File: src/rtl/alu_pkg.sv
// Shared definitions for the registered CDEC ALU: op codes, flag bit
// positions and the sequencer state type.
package alu_pkg;

  // Single-cycle op codes (unchanged from the combinational CDEC ALU)
  localparam logic [4:0] OP_ZERO  = 5'b00000;
  localparam logic [4:0] OP_PASSX = 5'b00001;
  localparam logic [4:0] OP_PASST = 5'b00010;
  localparam logic [4:0] OP_ADD   = 5'b01000;
  localparam logic [4:0] OP_ADD1  = 5'b01001;
  localparam logic [4:0] OP_ADC   = 5'b01010;
  localparam logic [4:0] OP_SUB   = 5'b01011;
  localparam logic [4:0] OP_SUBN  = 5'b01100;
  localparam logic [4:0] OP_SBC   = 5'b01101;
  localparam logic [4:0] OP_INC   = 5'b01110;
  localparam logic [4:0] OP_DEC   = 5'b01111;
  localparam logic [4:0] OP_AND   = 5'b10000;
  localparam logic [4:0] OP_OR    = 5'b10001;
  localparam logic [4:0] OP_XOR   = 5'b10010;
  localparam logic [4:0] OP_NOTX  = 5'b10011;
  localparam logic [4:0] OP_NOTT  = 5'b10100;
  localparam logic [4:0] OP_SHR   = 5'b11000;
  localparam logic [4:0] OP_RRC   = 5'b11001;
  localparam logic [4:0] OP_RLC   = 5'b11010;
  localparam logic [4:0] OP_SHL   = 5'b11011;

  // Iterative op codes
  localparam logic [4:0] OP_MULL  = 5'b11100;
  localparam logic [4:0] OP_MULH  = 5'b11101;
  localparam logic [4:0] OP_DIV   = 5'b11110;
  localparam logic [4:0] OP_MOD   = 5'b11111;

  // Bit positions inside the {S, Z, Cy} flag word
  localparam int FLAG_S  = 2;
  localparam int FLAG_Z  = 1;
  localparam int FLAG_CY = 0;

  typedef enum logic {IDLE, RUN} state_t;

  // The top three op bits all set marks the multiply/divide group
  function automatic logic is_iter(input logic [4:0] op);
    return op[4:2] == 3'b111;
  endfunction

endpackage

File: src/rtl/alu_muldiv.sv
// Iterative unsigned multiplier/divider. One shift-add or one restoring
// division step per cycle; exposes the next-state accumulators so the
// caller can register the final answer on the same edge as the last step.
module alu_muldiv #(
  parameter int WIDTH = 8
) (
  input  logic             clk,
  input  logic             rst_n,
  input  logic             load,
  input  logic             step,
  input  logic             is_div,
  input  logic [WIDTH-1:0] a,
  input  logic [WIDTH-1:0] b,
  output logic             finish,
  output logic [WIDTH-1:0] hi_nxt,
  output logic [WIDTH-1:0] lo_nxt
);

  localparam int CW = $clog2(WIDTH);
  localparam logic [CW-1:0] LAST = CW'(WIDTH - 1);

  logic [CW-1:0]    count;
  logic [WIDTH-1:0] hi;      // product high half / partial remainder
  logic [WIDTH-1:0] lo;      // multiplier shifting out / quotient shifting in
  logic [WIDTH-1:0] m;       // multiplicand or divisor
  logic             div_q;
  logic [WIDTH:0]   sum;
  logic [WIDTH:0]   shifted;
  logic             ge;

  // One step of either algorithm, selected by the captured operation kind
  // NOTE: every output of an always_comb gets a default first so no path leaves it unassigned (no latch).
  always_comb begin
    sum     = {1'b0, hi} + (lo[0] ? {1'b0, m} : '0);
    shifted = {hi, lo[WIDTH-1]};
    ge      = shifted >= {1'b0, m};
    hi_nxt  = sum[WIDTH:1];
    lo_nxt  = {sum[0], lo[WIDTH-1:1]};
    if (div_q) begin
      // The remainder stays below the divisor, so shifted - m fits WIDTH bits
      hi_nxt = ge ? WIDTH'(shifted - {1'b0, m}) : shifted[WIDTH-1:0];
      lo_nxt = {lo[WIDTH-2:0], ge};
    end
  end

  assign finish = step && (count == LAST);

  // Operand capture on load, accumulator update on each step
  // NOTE: datapath registers are reset too, so an aborted operation leaves no stale partial result behind.
  always_ff @(posedge clk or negedge rst_n) begin
    if (!rst_n) begin
      count <= '0;
      hi    <= '0;
      lo    <= '0;
      m     <= '0;
      div_q <= 1'b0;
    end else if (load) begin
      count <= '0;
      hi    <= '0;
      lo    <= a;
      m     <= b;
      div_q <= is_div;
    end else if (step) begin
      count <= count + 1'b1;
      hi    <= hi_nxt;
      lo    <= lo_nxt;
    end
  end

endmodule

File: src/rtl/alu_seq.sv
// Registered CDEC ALU: single-cycle ops complete on the sampling edge,
// multiply/divide/modulo run WIDTH cycles in alu_muldiv behind busy/done.
module alu_seq
  import alu_pkg::*;
#(
  parameter int WIDTH = 8
) (
  input  logic             clk,
  input  logic             rst_n,
  input  logic             start,
  input  logic [4:0]       op,
  input  logic [WIDTH-1:0] x,
  input  logic [WIDTH-1:0] y,
  input  logic             cy,
  output logic             busy,
  output logic             done,
  output logic [2:0]       flag,
  output logic [WIDTH-1:0] result
);

  // Carry sits above the result so a WIDTH+1-bit sum maps straight onto it
  typedef struct packed {
    logic             cy;
    logic [WIDTH-1:0] res;
  } sc_t;

  function automatic sc_t alu_single(input logic [4:0] f_op, input logic [WIDTH-1:0] a,
                                     input logic [WIDTH-1:0] b, input logic c);
    sc_t r;
    r = '0;
    case (f_op)
      OP_PASSX: r.res = a;
      OP_PASST: r.res = b;
      OP_ADD:   r = sc_t'({1'b0, a} + {1'b0, b});
      OP_ADD1:  r = sc_t'({1'b0, a} + {1'b0, b} + 1'b1);
      OP_ADC:   r = sc_t'({1'b0, a} + {1'b0, b} + {{WIDTH{1'b0}}, c});
      OP_SUB:   r = sc_t'({1'b0, a} + {1'b0, ~b} + 1'b1);
      OP_SUBN:  r = sc_t'({1'b0, a} + {1'b0, ~b});
      OP_SBC:   r = sc_t'({1'b0, a} + {1'b0, ~b} + {{WIDTH{1'b0}}, ~c});
      OP_INC:   r = sc_t'({1'b0, a} + 1'b1);
      OP_DEC:   r = sc_t'({1'b0, a} + {1'b0, {WIDTH{1'b1}}});
      OP_AND:   r.res = a & b;
      OP_OR:    r.res = a | b;
      OP_XOR:   r.res = a ^ b;
      OP_NOTX:  r.res = ~a;
      OP_NOTT:  r.res = ~b;
      OP_SHR:   begin r.res = {1'b0, a[WIDTH-1:1]}; r.cy = c;          end
      OP_RRC:   begin r.res = {c, a[WIDTH-1:1]};    r.cy = c;          end
      OP_SHL:   begin r.res = {a[WIDTH-2:0], 1'b0}; r.cy = a[WIDTH-1]; end
      OP_RLC:   begin r.res = {a[WIDTH-2:0], c};    r.cy = a[WIDTH-1]; end
      // Only reached with a zero divisor; non-zero divisors iterate
      OP_DIV:   begin r.res = '1; r.cy = 1'b1; end
      OP_MOD:   begin r.res = a;  r.cy = 1'b1; end
      default:  r = '0;
    endcase
    return r;
  endfunction

  function automatic logic [2:0] mk_flag(input logic [WIDTH-1:0] res, input logic c);
    logic [2:0] f;
    f          = '0;
    f[FLAG_S]  = res[WIDTH-1];
    f[FLAG_Z]  = (res == '0);
    f[FLAG_CY] = c;
    return f;
  endfunction

  state_t           state, state_nxt;
  logic             div_zero;
  logic             load, step, finish;
  logic [1:0]       it_sel;
  logic [WIDTH-1:0] hi_nxt, lo_nxt;
  logic [WIDTH-1:0] it_res;
  logic             it_cy;
  sc_t              sc;

  assign div_zero = (op[4:1] == 4'b1111) && (y == '0);
  assign sc       = alu_single(op, x, y, cy);
  assign busy     = (state == RUN);

  // Next-state logic: launch iterative work from IDLE, return on the last step
  always_comb begin
    state_nxt = state;
    load      = 1'b0;
    step      = 1'b0;
    case (state)
      IDLE: if (start && is_iter(op) && !div_zero) begin
        load      = 1'b1;
        state_nxt = RUN;
      end
      RUN: begin
        step = 1'b1;
        if (finish) state_nxt = IDLE;
      end
      default: state_nxt = IDLE;
    endcase
  end

  // State register
  // NOTE: sequential state uses non-blocking assignments so every register samples pre-edge values.
  always_ff @(posedge clk or negedge rst_n) begin
    if (!rst_n) state <= IDLE;
    else        state <= state_nxt;
  end

  // Remember which half of the muldiv accumulators is the answer
  always_ff @(posedge clk or negedge rst_n) begin
    if (!rst_n)    it_sel <= 2'b00;
    else if (load) it_sel <= op[1:0];
  end

  // Select the iterative answer from the final step's next values
  always_comb begin
    it_res = lo_nxt;
    it_cy  = 1'b0;
    case (it_sel)
      2'b00:   begin it_res = lo_nxt; it_cy = |hi_nxt; end
      2'b01:   it_res = hi_nxt;
      2'b10:   it_res = lo_nxt;
      default: it_res = hi_nxt;
    endcase
  end

  alu_muldiv #(.WIDTH(WIDTH)) u_muldiv (
    .clk    (clk),
    .rst_n  (rst_n),
    .load   (load),
    .step   (step),
    .is_div (op[1]),
    .a      (x),
    .b      (y),
    .finish (finish),
    .hi_nxt (hi_nxt),
    .lo_nxt (lo_nxt)
  );

  // Output registers: written only on the edge that raises done
  always_ff @(posedge clk or negedge rst_n) begin
    if (!rst_n) begin
      result <= '0;
      flag   <= 3'b000;
      done   <= 1'b0;
    end else begin
      done <= 1'b0;
      if (state == IDLE && start && !load) begin
        result <= sc.res;
        flag   <= mk_flag(sc.res, sc.cy);
        done   <= 1'b1;
      end else if (finish) begin
        result <= it_res;
        flag   <= mk_flag(it_res, it_cy);
        done   <= 1'b1;
      end
    end
  end

endmodule
File: config.mk
export PLATFORM = sky130hd
export DESIGN_NAME = alu_seq
export DESIGN_NICKNAME = d
export VERILOG_FILES = /design/src/rtl/alu_pkg.sv /design/src/rtl/alu_muldiv.sv /design/src/rtl/alu_seq.sv
export SDC_FILE = /design/constraint.sdc
export NUM_CORES = 1
export LEC_CHECK = 0
export CORE_ASPECT_RATIO = 1.2
export CORE_MARGIN = 8
export CORE_UTILIZATION = 49
export CTS_CLUSTER_SIZE = 25
export DETAILED_ROUTE_END_ITERATION = 7
export PLACE_DENSITY = 0.68
export SLEW_MARGIN = 30
export SYNTH_ARGS = -nofsm -noshare
export SYNTH_HDL_FRONTEND = slang
export SYNTH_SLANG_ARGS = --single-unit
File: constraint.sdc
create_clock -name clk -period 3.4 [get_ports clk]
set_input_delay 0.34 -clock clk [delete_from_list [all_inputs] [get_ports clk]]
set_output_delay 0.34 -clock clk [all_outputs]
set_load 0.01 [all_outputs]
# == Word level (Yosys, flattened, before mapping) ==
# Cells that the tools add are included.
# word_totals
reg_bits,43
latch_bits,0
ram_bits,0
rom_bits,0
out_inout_bits,13
mem_count,0
# classes
n_addsub,11
n_mul,0
div_mod_pow,0
order_cmp,1
eq_ne,25
n_shift,0
n_mux,25
n_bitwise,7
n_reduce_logical,20
# op_table
op,count
case mux 8 bit (20 select lines),1
2-to-1 mux 8 bit,11
equality test 5 bit (second input constant),11
equality test 5 x 4 -> 1 bit (second input constant),8
adder 8 x 8 -> 9 bit,3
zero test 8 bit,3
adder 9 x 1 -> 9 bit,2
adder 9 x 1 -> 9 bit (second input constant),2
inverter 8 bit,2
2-to-1 mux 3 bit,4
case mux 1 bit (11 select lines),1
OR reduction 2 bit,5
adder 8 x 1 -> 9 bit (second input constant),1
adder 8 x 8 -> 9 bit (second input constant),1
greater-or-equal comparator 9 x 8 -> 1 bit,1
AND 8 bit,1
OR 8 bit,1
OR reduction 8 bit,1
subtractor 8 bit,1
XOR 8 bit,1
2-to-1 mux 1 bit,7
equality test 3 bit (second input constant),2
logical AND 1 bit,6
equality test 5 x 1 -> 1 bit (second input constant),1
other kinds (9),12

# == Depth between registers and ports, before layout ==
# Gate-level depths: netlist of run 1.
# logic_depth
depth_word,9
depth_mapped,13

# == Cells and area by module ==
# From an unflattened synthesis of run 1, not the netlist that was laid out.
# hier_totals
hier_cells,823
area_unflattened_um2,6292.3
# modules_own_cells
mod,n_inst,cells_each,area_each_um2,seq_area_each_um2
alu_seq,1,545,3936.3,350.3
alu_muldiv,1,278,2356.0,700.7

# == Least setup slack after synthesis of run 1 ==
# No wires, ideal clock.
# synth_timing
path_kind,input -> register
from,input x[2]
to,register flag[0]
t_arrival_ns,3.239
t_required_ns,3.271
path_slack_ns,0.032
cell_stages,13
path_buffers,2
path_cell_list,clkbuf_1 -> inv_1 -> ha_1 -> buf_6 -> nand2b_4 -> a211oi_2 -> mux2_4 -> a2111oi_4 -> and3b_1 -> nand4_1 -> a221o_1 -> a211oi_1 -> o21ai_1
# synth_via
elab_chain_len,4
# synth_lines
item,line_no,rtl
from (decl),alu_seq.sv:12,"input logic [WIDTH-1:0] x,"
"adder 8 x 8 -> 9 bit, on equally long branches",--,
"adder 9 x 1 -> 9 bit, on equally long branches",--,
case mux 1 bit (11 select lines) *,alu_seq.sv:31,case (f_op)
2-to-1 mux 3 bit *,alu_seq.sv:145,if (state == IDLE && start && !load) begin
to (signal assigned),alu_seq.sv:147,"flag <= mk_flag(sc.res, sc.cy);"
to (signal assigned),alu_seq.sv:151,"flag <= mk_flag(it_res, it_cy);"
to (decl),alu_seq.sv:17,"output logic [2:0] flag,"
# Every way passes the cells marked *; elsewhere a longest branch is shown, timed or not.
# A chain may end at the register's enable or synchronous reset.

# == Final worst setup path of run 1 ==
# layout_timing
from,input y[3]
to,register flag[0]
# layout_via
elab_chain_len,9
# layout_lines
item,line_no,rtl
from (decl),alu_seq.sv:13,"input logic [WIDTH-1:0] y,"
branches (longest 9 deep; another with adder 8 x 8 -> 9 bit),--,
# Several ways; the timed one is not identified.

==> summary.md, run 1 <==
The achievable frequency is 305.9 MHz. Each instance of the synthesized netlist takes up on average 7.518 µm². The number of nets handed over by synthesis was 867.

After clock tree synthesis, the clock-pin slew on the worst setup and hold paths is 60 ps. Hold violation count in the final report: 0. The switching part of the total power was 48.77%; the final critical-path setup slack was 131.3 ps. The signal on the critical path passes through clkdlybuf4s50_1 -> inv_1 -> ha_1 -> and2b_4 -> a211oi_4 -> mux2_4 -> a2111oi_4 -> and3b_2 -> nand4_1 -> a221o_1 -> a211oi_2 -> o21ai_1.

The number of warnings reported in the yosys synthesis log is 0. The number of antenna violations at the first check in global routing was 0. The worst setup path is launched from a primary input. At the worst endpoint, the required time is 3570 ps. The cell with the biggest individual delay on the critical path is clkdlybuf4s50_1. The worst setup path is of the in -> reg kind. Prior to clock tree synthesis, the placed netlist has a worst setup slack of -434.7 ps.

For the switching power of the nets, the log shows 2.615 mW. The run finished with clean final reports. The run gives 4.833 ps as the final worst clock skew. Of the total power, combinational logic draws 71.7%.

The area of the die is 15880 µm², and the arrival time reported for the critical path endpoint is 3440 ps. Vertical die dimension: 136.5 µm. Power spread over the standard cell area amounts to 683.2 nW/µm². Across all layers, the routed design uses 7079 vias. For this configuration, the core starts out at a cell density of 49.59%. Counting instances in the post-synthesis netlist gives the leading cell types as nand2_1, nor2_1, o21ai_0. In the routed design, unresolved DRC markers number 0. The iteration-0 DRC count of the detailed router is 837. The area added between synthesis and finish was 32.50%; the cell-internal power was 2.748 mW. The number of nets in the layout was 1036; the ratio of cells with drive above 1 in the final layout was 22.86%. nand2_1 is the most common cell in the netlist. The tool flagged a number of max-cap violations equal to 0.

The global-route wire length before repair is 37.72 mm, and the number of rows created at floorplan is 44. The share of the yosys chip area belonging to registers is 17.32%, and the number of clock sinks is 41. Cell family contributing the most delay on the critical path: compound AO/OA/AOI/OAI gates. After synthesis the netlist holds a flip-flop and latch count of 41.

The most used flip-flop cell after synthesis is dfrtp_1. Summed over all nets, the half-perimeter wirelength after detailed placement is 19.52 mm. Of the post-synthesis cell area, the dominant cell type holds 17.32%. The maximum level of the CTS H-tree came out at 2. Counting flops with an async set or reset pin after synthesis yields a share of 100.0%. The largest single stage delay on the critical path is 510 ps.

The root buffer cell chosen for the clock tree is clkbuf_16. The global-route congestion overflow total came out at 0. The sort of element at the end of the critical path is a register.

The count of flip-flops with a built-in enable after synthesis is 0. Number of buffers on the longest clock path: 2. The total non-filler cell area in the finished layout is 7850 µm², and the average vias per placed instance is 6.326.

The count of nets left with antenna violations once routing finished came out at 0. The number of top-level design ports was 38. The logs give 3.484 nW for the static leakage power and 5 for the CTS buffer count. The routed length per instance was 21.51 µm. In the post-synthesis netlist, the biggest area contributors are dfrtp_1, ha_1, o21ai_0, a21oi_1, nand2_1. The maximum number of pins on one net before global-route repair is 42, and the die width is 116.4 µm. The count of pins over their slew limit is 0. The later pin in the worst-skew pair is clocked with a latency of 290 ps.

The total wire length is 24.07 mm. The synthesized design spends more area on one cell type than any other, namely dfrtp_1. The share of the cycle needed by the critical path after routing was 96.14%. The number of I/O port buffers was 37; the number of buffers added to fix hold violations after cts was 0. The final critical path time including I/O delays and setup was 3269 ps.

Along the worst path, the maximum fanout reaches 3. In this run, flip-flops and latches consume 18.6% of the power. The number of detailed-route iterations in the first pass is 8. The buffer and inverter count on the worst path was 2. For the highest ir drop seen on vdd, the log shows 0.4970 mV. The tools report the placer's final routability congestion estimate as 1.029.

TritonCTS built the clock tree. Setup violations remaining at the end of the flow were counted as 0. The path class of the lowest-slack min-delay path was in -> async. For the pin with the worst max-slew slack, the measured transition is 728.9 ps. The cell count after synthesis came out at 788. Per report_power, the clock group accounts for 9.6% of the total.

The tools report the via count of the first global-routing pass as 6974. In this run the cell area measured after placement is 7595 µm². The number of antenna diodes was 0. For the area of the core, the log shows 11950 µm². Global routing consumed, over all layers together, 30.71% of the routing resources. Counting distinct cell types in the post-synthesis netlist gives 85. Headroom to the max-slew limit came out at 51.41%. In this run the cell area of the synthesized design comes to 5924 µm².
==> worst register-to-register path: stages (launching register included) <==
cell and delay [ps]:
dfrtp_1 440, and2_1 170, ha_1 230, fa_1 400, a211o_1 260, o211ai_1 130, a21o_1 170, nand2b_1 80
a21o_1 190, mux2i_1 170, or4bb_1 520, o31ai_2 240, o21ai_1 100
==> path summary, 6_finish.rpt <==
check | slack [ps] | endpoint | depth (start not counted) | from
setup / recovery | 130 | flag[0] | 12 | y[3]
hold / removal | 10 | u_muldiv.hi[4] | 1 | rst_n
setup reg to reg | 170 | flag[0] | 12 | u_muldiv.lo[0]
hold reg to reg | 520 | result[5] | 2 | result[5]
max in group asynchronous | 2970 | u_muldiv.hi[1] | 1 | rst_n
min in group clk | 520 | result[5] | 2 | result[5]
==> final cells by class <==
type / count / area (µm²)
Clock inverter: 1 / 8.758
Timing Repair Buffer: 203 / 1680
Inverter: 42 / 157.7
Fill cell: 1063 / 4096
Clock buffer: 7 / 152.6
Multi-Input combinational cell: 664 / 4622
Tap cell: 161 / 201.4
Sequential cell: 41 / 1027
==> cells by family after synthesis <==
kind of cell             synth area share, %
buffers and inverters                  6.124
AND/OR/NAND/NOR                        24.22
multiplexers                           5.913
XOR/XNOR                               4.710
flip-flops                             17.32
adder cells (fa/ha/maj)                11.91
AO/OA/AOI/OAI                          29.80
==> power by group through the flow <==
stage | Clock (mW) | Combinational, mW | Sequential [mW]
final | 0.517 | 3.85 | 1.00
after CTS | 0.519 | 3.69 | 0.984
after global placement | 0 | 3.53 | 0.980
after detailed placement | 0 | 3.63 | 0.987
after global routing | 0.540 | 4.15 | 1.02
after floorplan | 0 | 2.36 | 0.921
==> layout by cell type (no fill, tap or decap), types with 11 or more instances in the layout <==
cell,count
dfrtp_1,40
nand3_1,19
a21oi_1,60
xnor2_1,21
nand4_1,11
o211ai_1,11
nor3_1,18
and2_1,12
mux2i_1,19
inv_1,41
nand2_1,76
o21ai_0,65
clkdlybuf4s50_1,33
buf_4,162
nor2_1,72
ha_1,49
o22ai_1,11
a22oi_1,12
==> stage by stage <==
step	util [%]	TNS [ps]	cells	hold slack [ps]	power, mW
2_1_floorplan	-	0	788	44.41	3.285
3_3_place_gp	63.57	-1353	1111	470.4	4.514
3_5_place_dp	63.57	-1913	1111	513.4	4.614
4_1_cts	64.98	0	1119	224.3	5.192
5_1_grt	65.71	-8.665	1119	63.63	5.712
6_report	65.71	0	1119	11.87	5.363
==> state kept, by name, indices dropped and copies added, names as in the netlist <==
register,count
u_muldiv.m,8
u_muldiv.count,3
result,7
flag,3
done,1
u_muldiv.hi,8
it_sel,1
busy,1
u_muldiv.div_q,1
u_muldiv.lo,8
==> what timing repair did <==
item	CTS	global route
cloned	0	0
buffers inserted	0	0
resized for setup	3	25
pin swaps	0	1
setup endpoints to repair	3	6
hold endpoints to repair	0	0
==> per-layer routing <==
metal	share of wire, %	track usage (%)
met1	37	33.41
met2	50	54.68
met3	6.0	3.733
met4	7.1	20.07
met5	0	0
(Power assumes the default switching activity.)
==> run 2, diff against run 1 <==
--- a/config.mk
+++ b/config.mk
@@ -10,6 +10,7 @@
 export CORE_UTILIZATION = 49
 export CTS_CLUSTER_SIZE = 25
 export DETAILED_ROUTE_END_ITERATION = 7
+export MAX_ROUTING_LAYER = met4
 export PLACE_DENSITY = 0.68
 export SLEW_MARGIN = 30
 export SYNTH_ARGS = -nofsm -noshare
==> run 2 against run 1 <==
Against the previous run: total power rose by 0.64%; non-clock buffer count fell by 5; flip-flop and latch count did not move; maximum frequency barely moved; combinational power barely moved; final cell count fell by 0.45%; setup slack improved by 1.3 ps; global-route usage rose by 1.2 points; critical endpoint is now flag[1]; sequential share of layout area fell by 0.072 points; largest cell class unchanged; worst hold slack improved by 20 ps; clock skew rose by 0.71 ps; sequential power rose by 4%.
==> summary.md, run 2 (synthesis gave the netlist of run 1 again) <==
The final critical-path setup slack was 132.5 ps (was 131.3 ps); the ratio of cells with drive above 1 in the final layout was 23.08% (was 22.86%). The area added between synthesis and finish was 33.07% (was 32.50%); the data required time at the worst endpoint was 3610 ps (was 3570 ps). The worst-case register-to-register setup slack is 160 ps (was 170 ps), and the final worst clock skew is 5.544 ps (was 4.833 ps). For the number of buffers on the longest clock path, the log shows 2 (unchanged).

The remaining number of nets flagged by the antenna check after routing was 0 (unchanged); the final critical path time including I/O delays and setup was 3267 ps (was 3269 ps). The number of top-level design ports came out at 38 (unchanged). The number of I/O port buffers was 37 (unchanged). Commonest cells after routing, fill and taps aside: buf_4, nand2_1, nor2_1 (unchanged). For the final standard cell utilization of the core, the log shows 65.99% (was 65.71%).

The total wire length came out at 24.36 mm (was 24.07 mm). The number of antenna violations at the first check in global routing is 0 (unchanged). The iteration-0 DRC count of the detailed router was 751 (was 837); the share of the cycle needed by the critical path after routing was 96.10% (was 96.14%). The power per cell area was 684.6 nW/µm² (was 683.2 nW/µm²). The final HPWL from detailed placement came out at 19.52 mm (about the same).

The die width was 116.4 µm (unchanged). The run gives 49.59% (unchanged) as the starting density of the core. The sort of element at the end of the critical path is a register (unchanged).

For the hold violation count in the final report, the log shows 0 (unchanged). For the max-cap check violation count, the log shows 0 (unchanged). Count of vias placed by the detailed router: 7048 (was 7079). The tools report the number of antenna diodes as 0 (unchanged). The leading cell type in the layout, fill and taps excluded is buf_4 (unchanged). Later-pin clock latency in the skew report: 290 ps (about the same). Leading registers by flop count: u_muldiv.hi (8), u_muldiv.lo (8), u_muldiv.m (8) (unchanged).

The logs give 0 ps (unchanged) for the final total negative setup slack and 31.93% (was 30.71%) for the total global routing track utilization. The logs give 5.397 mW (was 5.363 mW) for the post-route total power and 1114 (was 1119) for the count of non-filler cells in the finished layout. The total non-filler cell area in the finished layout is 7884 µm² (was 7850 µm²), and the relative max-transition margin is 42.63% (was 51.41%). The actual slew at the worst max-slew pin came out at 860.6 ps (was 728.9 ps).

The routed length per instance came out at 21.87 µm (was 21.51 µm). The largest fanout of any net on the critical path works out to 7 (was 3). The root buffer selected by CTS is clkbuf_16 (unchanged). The number of rows created at floorplan is 44 (unchanged), and the maximum number of pins on one net before global-route repair is 42 (unchanged).

The tools report the count of endpoints failing setup in the final report as 0 (unchanged). The tools report the startpoint class of the critical path as a primary input (unchanged). The clock-pin transition on the worst setup and hold timing paths is 60 ps (about the same), and the achievable frequency is 306.0 MHz (was 305.9 MHz). For the static leakage power, the log shows 3.485 nW (was 3.484 nW).

The standard cell area after detailed placement was 7555 µm² (was 7595 µm²); the vertical die dimension was 136.5 µm (unchanged). The arrival time reported for the critical path endpoint was 3470 ps (was 3440 ps). TritonCTS built the clock tree. The global-route congestion overflow total is 0 (unchanged), and the via count of the first global-routing pass is 6997 (was 6974). The average vias per placed instance came out at 6.327 (was 6.326). The logs give 31.62 ps (was 11.87 ps) for the worst hold slack and 37.81 mm (was 37.72 mm) for the global-route wire length before repair. For the area of the core, the log shows 11950 µm² (unchanged).

The path class of the lowest-slack min-delay path was in -> async (unchanged). The run gives 1104 (was 1111) as the number of placed instances with taps included. Area of the die: 15880 µm² (unchanged).

The number of nets in the layout is 1031 (was 1036). The flow ran to the end, and the final reports show no timing, DRC or antenna violations. The path type of the worst setup path is in -> reg (unchanged). The highest ir drop seen on vdd is 0.5119 mV (was 0.4970 mV). For the pre-CTS worst setup slack, the log shows -623.2 ps (was -434.7 ps). The placer's final routability congestion estimate is 1.061 (was 1.029).

The tools report the number of clock sinks as 41 (unchanged). The logs give 2 (unchanged) for the maximum level of the CTS H-tree and 5 (was 8) for the number of detailed-route iterations in the first pass. The tools report the DRC violation count after routing as 0 (unchanged). The run gives 0 (unchanged) as the count of pins over their slew limit. The run gives 5 (unchanged) as the CTS buffer count.
-- run 2: area by class of cell --
cell class                 instances  area (µm²)
fill                            1058        4063
sequential                        41        1026
tap                              161       201.4
clock inverter                     1       8.758
inverter                          42       157.7
clock buffer                       7       152.6
multi-input combinational        664        4678
timing repair buffer             198        1659
-- run 2: per-layer routing --
layer | share of wire [%] | global-route usage [%] | vias up
li1 | - | - | 3259
met1 | 38 | 33.25 | 3346
met2 | 49 | 54.52 | 320
met3 | 4.9 | 3.733 | 123
met4 | 8.0 | 23.39 | 0
met5 | 0 | - | -
-- run 2: path summary, 6_finish.rpt --
| check | startpoint | end | cells past startpoint |
|---|---|---|---|
| hold reg to reg | result[5] | result[5] | 2 |
| hold / removal | rst_n | u_muldiv.m[3] | 1 |
| min in group clk | result[5] | result[5] | 2 |
| setup / recovery | y[3] | flag[1] | 13 |
| max in group asynchronous | rst_n | u_muldiv.hi[2] | 1 |
| setup reg to reg | u_muldiv.lo[0] | flag[0] | 12 |
-- run 2: power by group --
group | switching (mW) | internal, mW
Combinational | 2.11 | 1.73
Sequential | 0.302 | 0.738
Clock | 0.197 | 0.315
Total | 2.61 | 2.78
-- run 2: worst max-delay path: stages --
cell and delay [ps]:
clkdlybuf4s50_1 480, inv_1 70, ha_1 290, buf_4 160, inv_1 110, a2111oi_2 420
mux2i_4 180, a2111oi_1 480, xor2_1 130, a22oi_1 210, o2111a_1 280, nand4bb_1 140
a31oi_1 170
-- run 2: repair_timing --
action	CTS	global route
resized for setup	11	25
pin swaps	1	10
hold buffers	0	0
setup buffers	0	2
setup endpoints to repair	5	6
==> run 3, diff against run 2 <==
--- a/config.mk
+++ b/config.mk
@@ -11,7 +11,7 @@
 export CTS_CLUSTER_SIZE = 25
 export DETAILED_ROUTE_END_ITERATION = 7
 export MAX_ROUTING_LAYER = met4
-export PLACE_DENSITY = 0.68
+export PLACE_DENSITY = 0.71
 export SLEW_MARGIN = 30
 export SYNTH_ARGS = -nofsm -noshare
 export SYNTH_HDL_FRONTEND = slang
==> constraint.sdc (replaced) <==
create_clock -name clk -period 2.9 [get_ports clk]
set_input_delay 0.29 -clock clk [delete_from_list [all_inputs] [get_ports clk]]
set_output_delay 0.29 -clock clk [all_outputs]
set_load 0.01 [all_outputs]
==> run 3 against run 2 <==
Against the previous run: the run now ends with negative hold slack, negative setup slack left; final cell count up 10%; non-clock buffer count up 116; clock power up 7.4%; count of clock-buffer cells in the layout down 1; sequential share of layout area down 1.6 points; setup slack worse by 360 ps; critical endpoint is now flag[0]; first-iteration DRC count up 22%.
==> summary.md, run 3 (synthesis gave the netlist of run 1 again) <==
The flow ran to the end, but the final reports show violations. The checks that failed: negative hold slack, negative setup slack. The largest fanout of any net on the critical path was 3 (was 7); the buffer and inverter count on the worst path was 2 (was 4). The highest ir drop seen on vdd came out at 0.8050 mV (was 0.5119 mV). The busiest layer in global routing is met2 (unchanged). Cell family contributing the most delay on the critical path: compound AO/OA/AOI/OAI gates (unchanged).

The placer's final routability congestion estimate was 1.062 (was 1.061); the final HPWL from detailed placement was 20.99 mm (was 19.52 mm). Setup repair after global routing could not meet its margin everywhere. The run gives 5 (unchanged) as the number of detailed-route iterations in the first pass.

The logs give 1 (was 0) for the number of antenna violations at the first check in global routing and -229.8 ps (was 132.5 ps) for the final critical-path setup slack. The area added between synthesis and finish works out to 51.87% (was 33.07%). The die width works out to 116.4 µm (unchanged). Static leakage power: 4.035 nW (was 3.485 nW).

Average vias per placed instance: 6.348 (was 6.327). Commonest cells after routing, fill and taps aside: buf_4, nand2_1, nor2_1 (unchanged). Leading registers by flop count: u_muldiv.hi (8), u_muldiv.lo (8), u_muldiv.m (8) (unchanged). Crit-path cells: and2_4 -> ha_4 -> fa_2 -> a211o_1 -> o211ai_1 -> buf_4 -> buf_4 -> a21oi_1 -> a21oi_2 -> or2_4 -> or4bb_1 -> o31ai_4 -> o21ai_1 (was clkdlybuf4s50_1 -> inv_1 -> ha_1 -> buf_4 -> inv_1 -> a2111oi_2 -> mux2i_4 -> a2111oi_1 -> xor2_1 -> a22oi_1 -> o2111a_1 -> nand4bb_1 -> a31oi_1). For the later-pin clock latency in the skew report, the log shows 290 ps (about the same). The largest incremental delay on the critical path works out to 540 ps (was 480 ps). The data required time at the worst endpoint is 3070 ps (was 3610 ps), and the met2 usage in global routing is 58.31% (was 54.52%). Timing would allow up to 319.5 MHz.

The run gives 0 (unchanged) as the count of pins over their slew limit. The power per cell area is 907.9 nW/µm² (was 684.6 nW/µm²). The clock-pin transition on the worst setup and hold timing paths is 60 ps (about the same). The logs give 912 (was 1058) for the number of inserted filler cells in the final layout and -828.3 ps (was -623.2 ps) for the pre-CTS worst setup slack.

The CTS buffer count came out at 5 (unchanged). The number of I/O port buffers is 37 (unchanged), and the max-cap check violation count is 0 (unchanged). For the standard cell area after detailed placement, the log shows 8300 µm² (was 7555 µm²). The area taken by flip-flops and latches is 1027 µm² (was 1026 µm²), and the starting density of the core is 49.59% (unchanged). Post-route total power: 8.169 mW (was 5.397 mW).

The number of buffers on the longest clock path is 2 (unchanged), and the fraction of met3 tracks used by global routing is 5.378% (was 3.733%). The number of clock sinks was 41 (unchanged); the actual slew at the worst max-slew pin was 748.9 ps (was 860.6 ps). The number of rows created at floorplan came out at 44 (unchanged).

The count of endpoints failing setup in the final report came out at 3 (was 0). For the iteration-0 DRC count of the detailed router, the log shows 918 (was 751). The total wire length is 27.27 mm (was 24.36 mm). The share of power burned in registers came out at 14.6% (was 19.3%). The cell occurring most often along the worst timing path is buf_4 (was inv_1).

The tools report the global-route wire length before repair as 41.80 mm (was 37.81 mm). The final critical path time including I/O delays and setup came out at 3130 ps. TritonCTS built the clock tree. The worst hold slack is -29.71 ps (was 31.62 ps).

The ratio of cells with drive above 1 in the final layout was 34.83% (was 23.08%). The final worst clock skew was 5.173 ps (was 5.544 ps); the number of nets in the layout was 1147 (was 1031). Total global routing track utilization: 35.24% (was 31.93%). For the via count of the first global-routing pass, the log shows 7883 (was 6997).

The logs give 4925 µm² (was 4678 µm²) for the area occupied by multi-input gates and 3.749 mW (was 2.612 mW) for the switching power of the nets. The maximum number of pins on one net before global-route repair was 42 (unchanged); the maximum level of the CTS H-tree was 2 (unchanged). The sort of element at the end of the critical path was a register (unchanged). The global-route met1 utilization is 36.72% (was 33.25%), and the combinational fraction of design power is 78.7% (was 71.2%). Number of top-level design ports: 38 (unchanged). Cell with the biggest individual delay on the critical path: or4bb_1 (was clkdlybuf4s50_1).

The path type of the worst setup path is reg -> reg (was in -> reg). The tools report the remaining number of nets flagged by the antenna check after routing as 0 (unchanged). The arrival time reported for the critical path endpoint is 3300 ps (was 3470 ps), and the vertical die dimension is 136.5 µm (unchanged).

Final standard cell utilization of the core: 75.31% (was 65.99%). The routed length per instance came out at 22.17 µm (was 21.87 µm). The startpoint class of the critical path is a register (was a primary input). The run gives 7808 (was 7048) as the count of vias placed by the detailed router. The area of the core is 11950 µm² (unchanged), and the number of buffers added to fix hold violations after cts is 0 (unchanged). The tools report the DRC violation count after routing as 0 (unchanged). The relative max-transition margin came out at 50.08% (was 42.63%).

Path class of the lowest-slack min-delay path: in -> async (unchanged). Share of the cycle needed by the critical path after routing: 107.9%. Leading cell type in the layout, fill and taps excluded: buf_4 (unchanged). The cell-internal power was 4.420 mW (was 2.785 mW). The global-route congestion overflow total came out at 0 (unchanged). The total non-filler cell area in the finished layout is 8997 µm² (was 7884 µm²), and the portion of total power attributed to the clock network is 6.7% (was 9.5%). The switching part of the total power was 45.89% (was 48.40%).

The area of the die is 15880 µm² (unchanged), and the hold violation count in the final report is 17 (was 0). The tools report the root buffer selected by CTS as clkbuf_16 (unchanged).
-- run 3: final timing paths --
| kind | from | to | slack (ps) | depth (start not counted) |
|---|---|---|---|---|
| setup / recovery | u_muldiv.lo[0] | flag[0] | -230 | 13 |
| hold / removal | rst_n | u_muldiv.hi[2] | -30 | 1 |
| setup reg to reg | u_muldiv.lo[0] | flag[0] | -230 | 13 |
| hold reg to reg | u_muldiv.count[0] | u_muldiv.count[0] | 510 | 1 |
| max in group asynchronous | rst_n | u_muldiv.hi[0] | 2500 | 1 |
| min in group clk | u_muldiv.count[0] | u_muldiv.count[0] | 510 | 1 |
-- run 3: what timing repair did --
action,in CTS,in global routing
resized for setup,67,36
buffers inserted,12,9
pin swaps,22,18
setup endpoints to repair,10,10
endpoints found under the hold margin,0,0
-- run 3: cell type report --
type | count | area share, %
Clock buffer | 6 | 1.432
Tap cell | 161 | 2.239
Sequential cell | 41 | 11.42
Multi-Input combinational cell | 664 | 54.74
Antenna cell | 1 | 0.02781
Clock inverter | 1 | 0.09734
Timing Repair Buffer | 314 | 28.30
Inverter | 42 | 1.752
-- run 3: metal layers --
layer  share of wire, %  up-vias
li1                   -     3484
met1                 37     3730
met2                 48      450
met3                6.7      144
met4                8.2        0
met5                  0        -
-- run 3: through the flow --
| step | TNS [ps] | cells |
|---|---|---|
| after floorplan | 0 | 788 |
| after global placement | -5243 | 1201 |
| after detailed placement | -6126 | 1201 |
| after CTS | -294.7 | 1220 |
| after global routing | -1080 | 1230 |
| final | -550.2 | 1230 |
-- run 3: power by group through the flow --
stage | Sequential (mW) | Combinational (mW) | Clock [mW]
2_1_floorplan | 1.08 | 2.78 | 0
3_3_place_gp | 1.14 | 5.12 | 0
3_5_place_dp | 1.15 | 5.28 | 0
4_1_cts | 1.16 | 5.68 | 0.548
5_1_grt | 1.22 | 6.85 | 0.576
6_report | 1.19 | 6.43 | 0.550
-- run 3: worst reg2reg max path, delay by kind of cell (launching register included) --
kind	cells	cell delay (ps)
AND/OR/NAND/NOR	3	870
buffers and inverters	2	240
adder cells (fa/ha/maj)	2	510
AO/OA/AOI/OAI	6	950
flip-flops	1	420
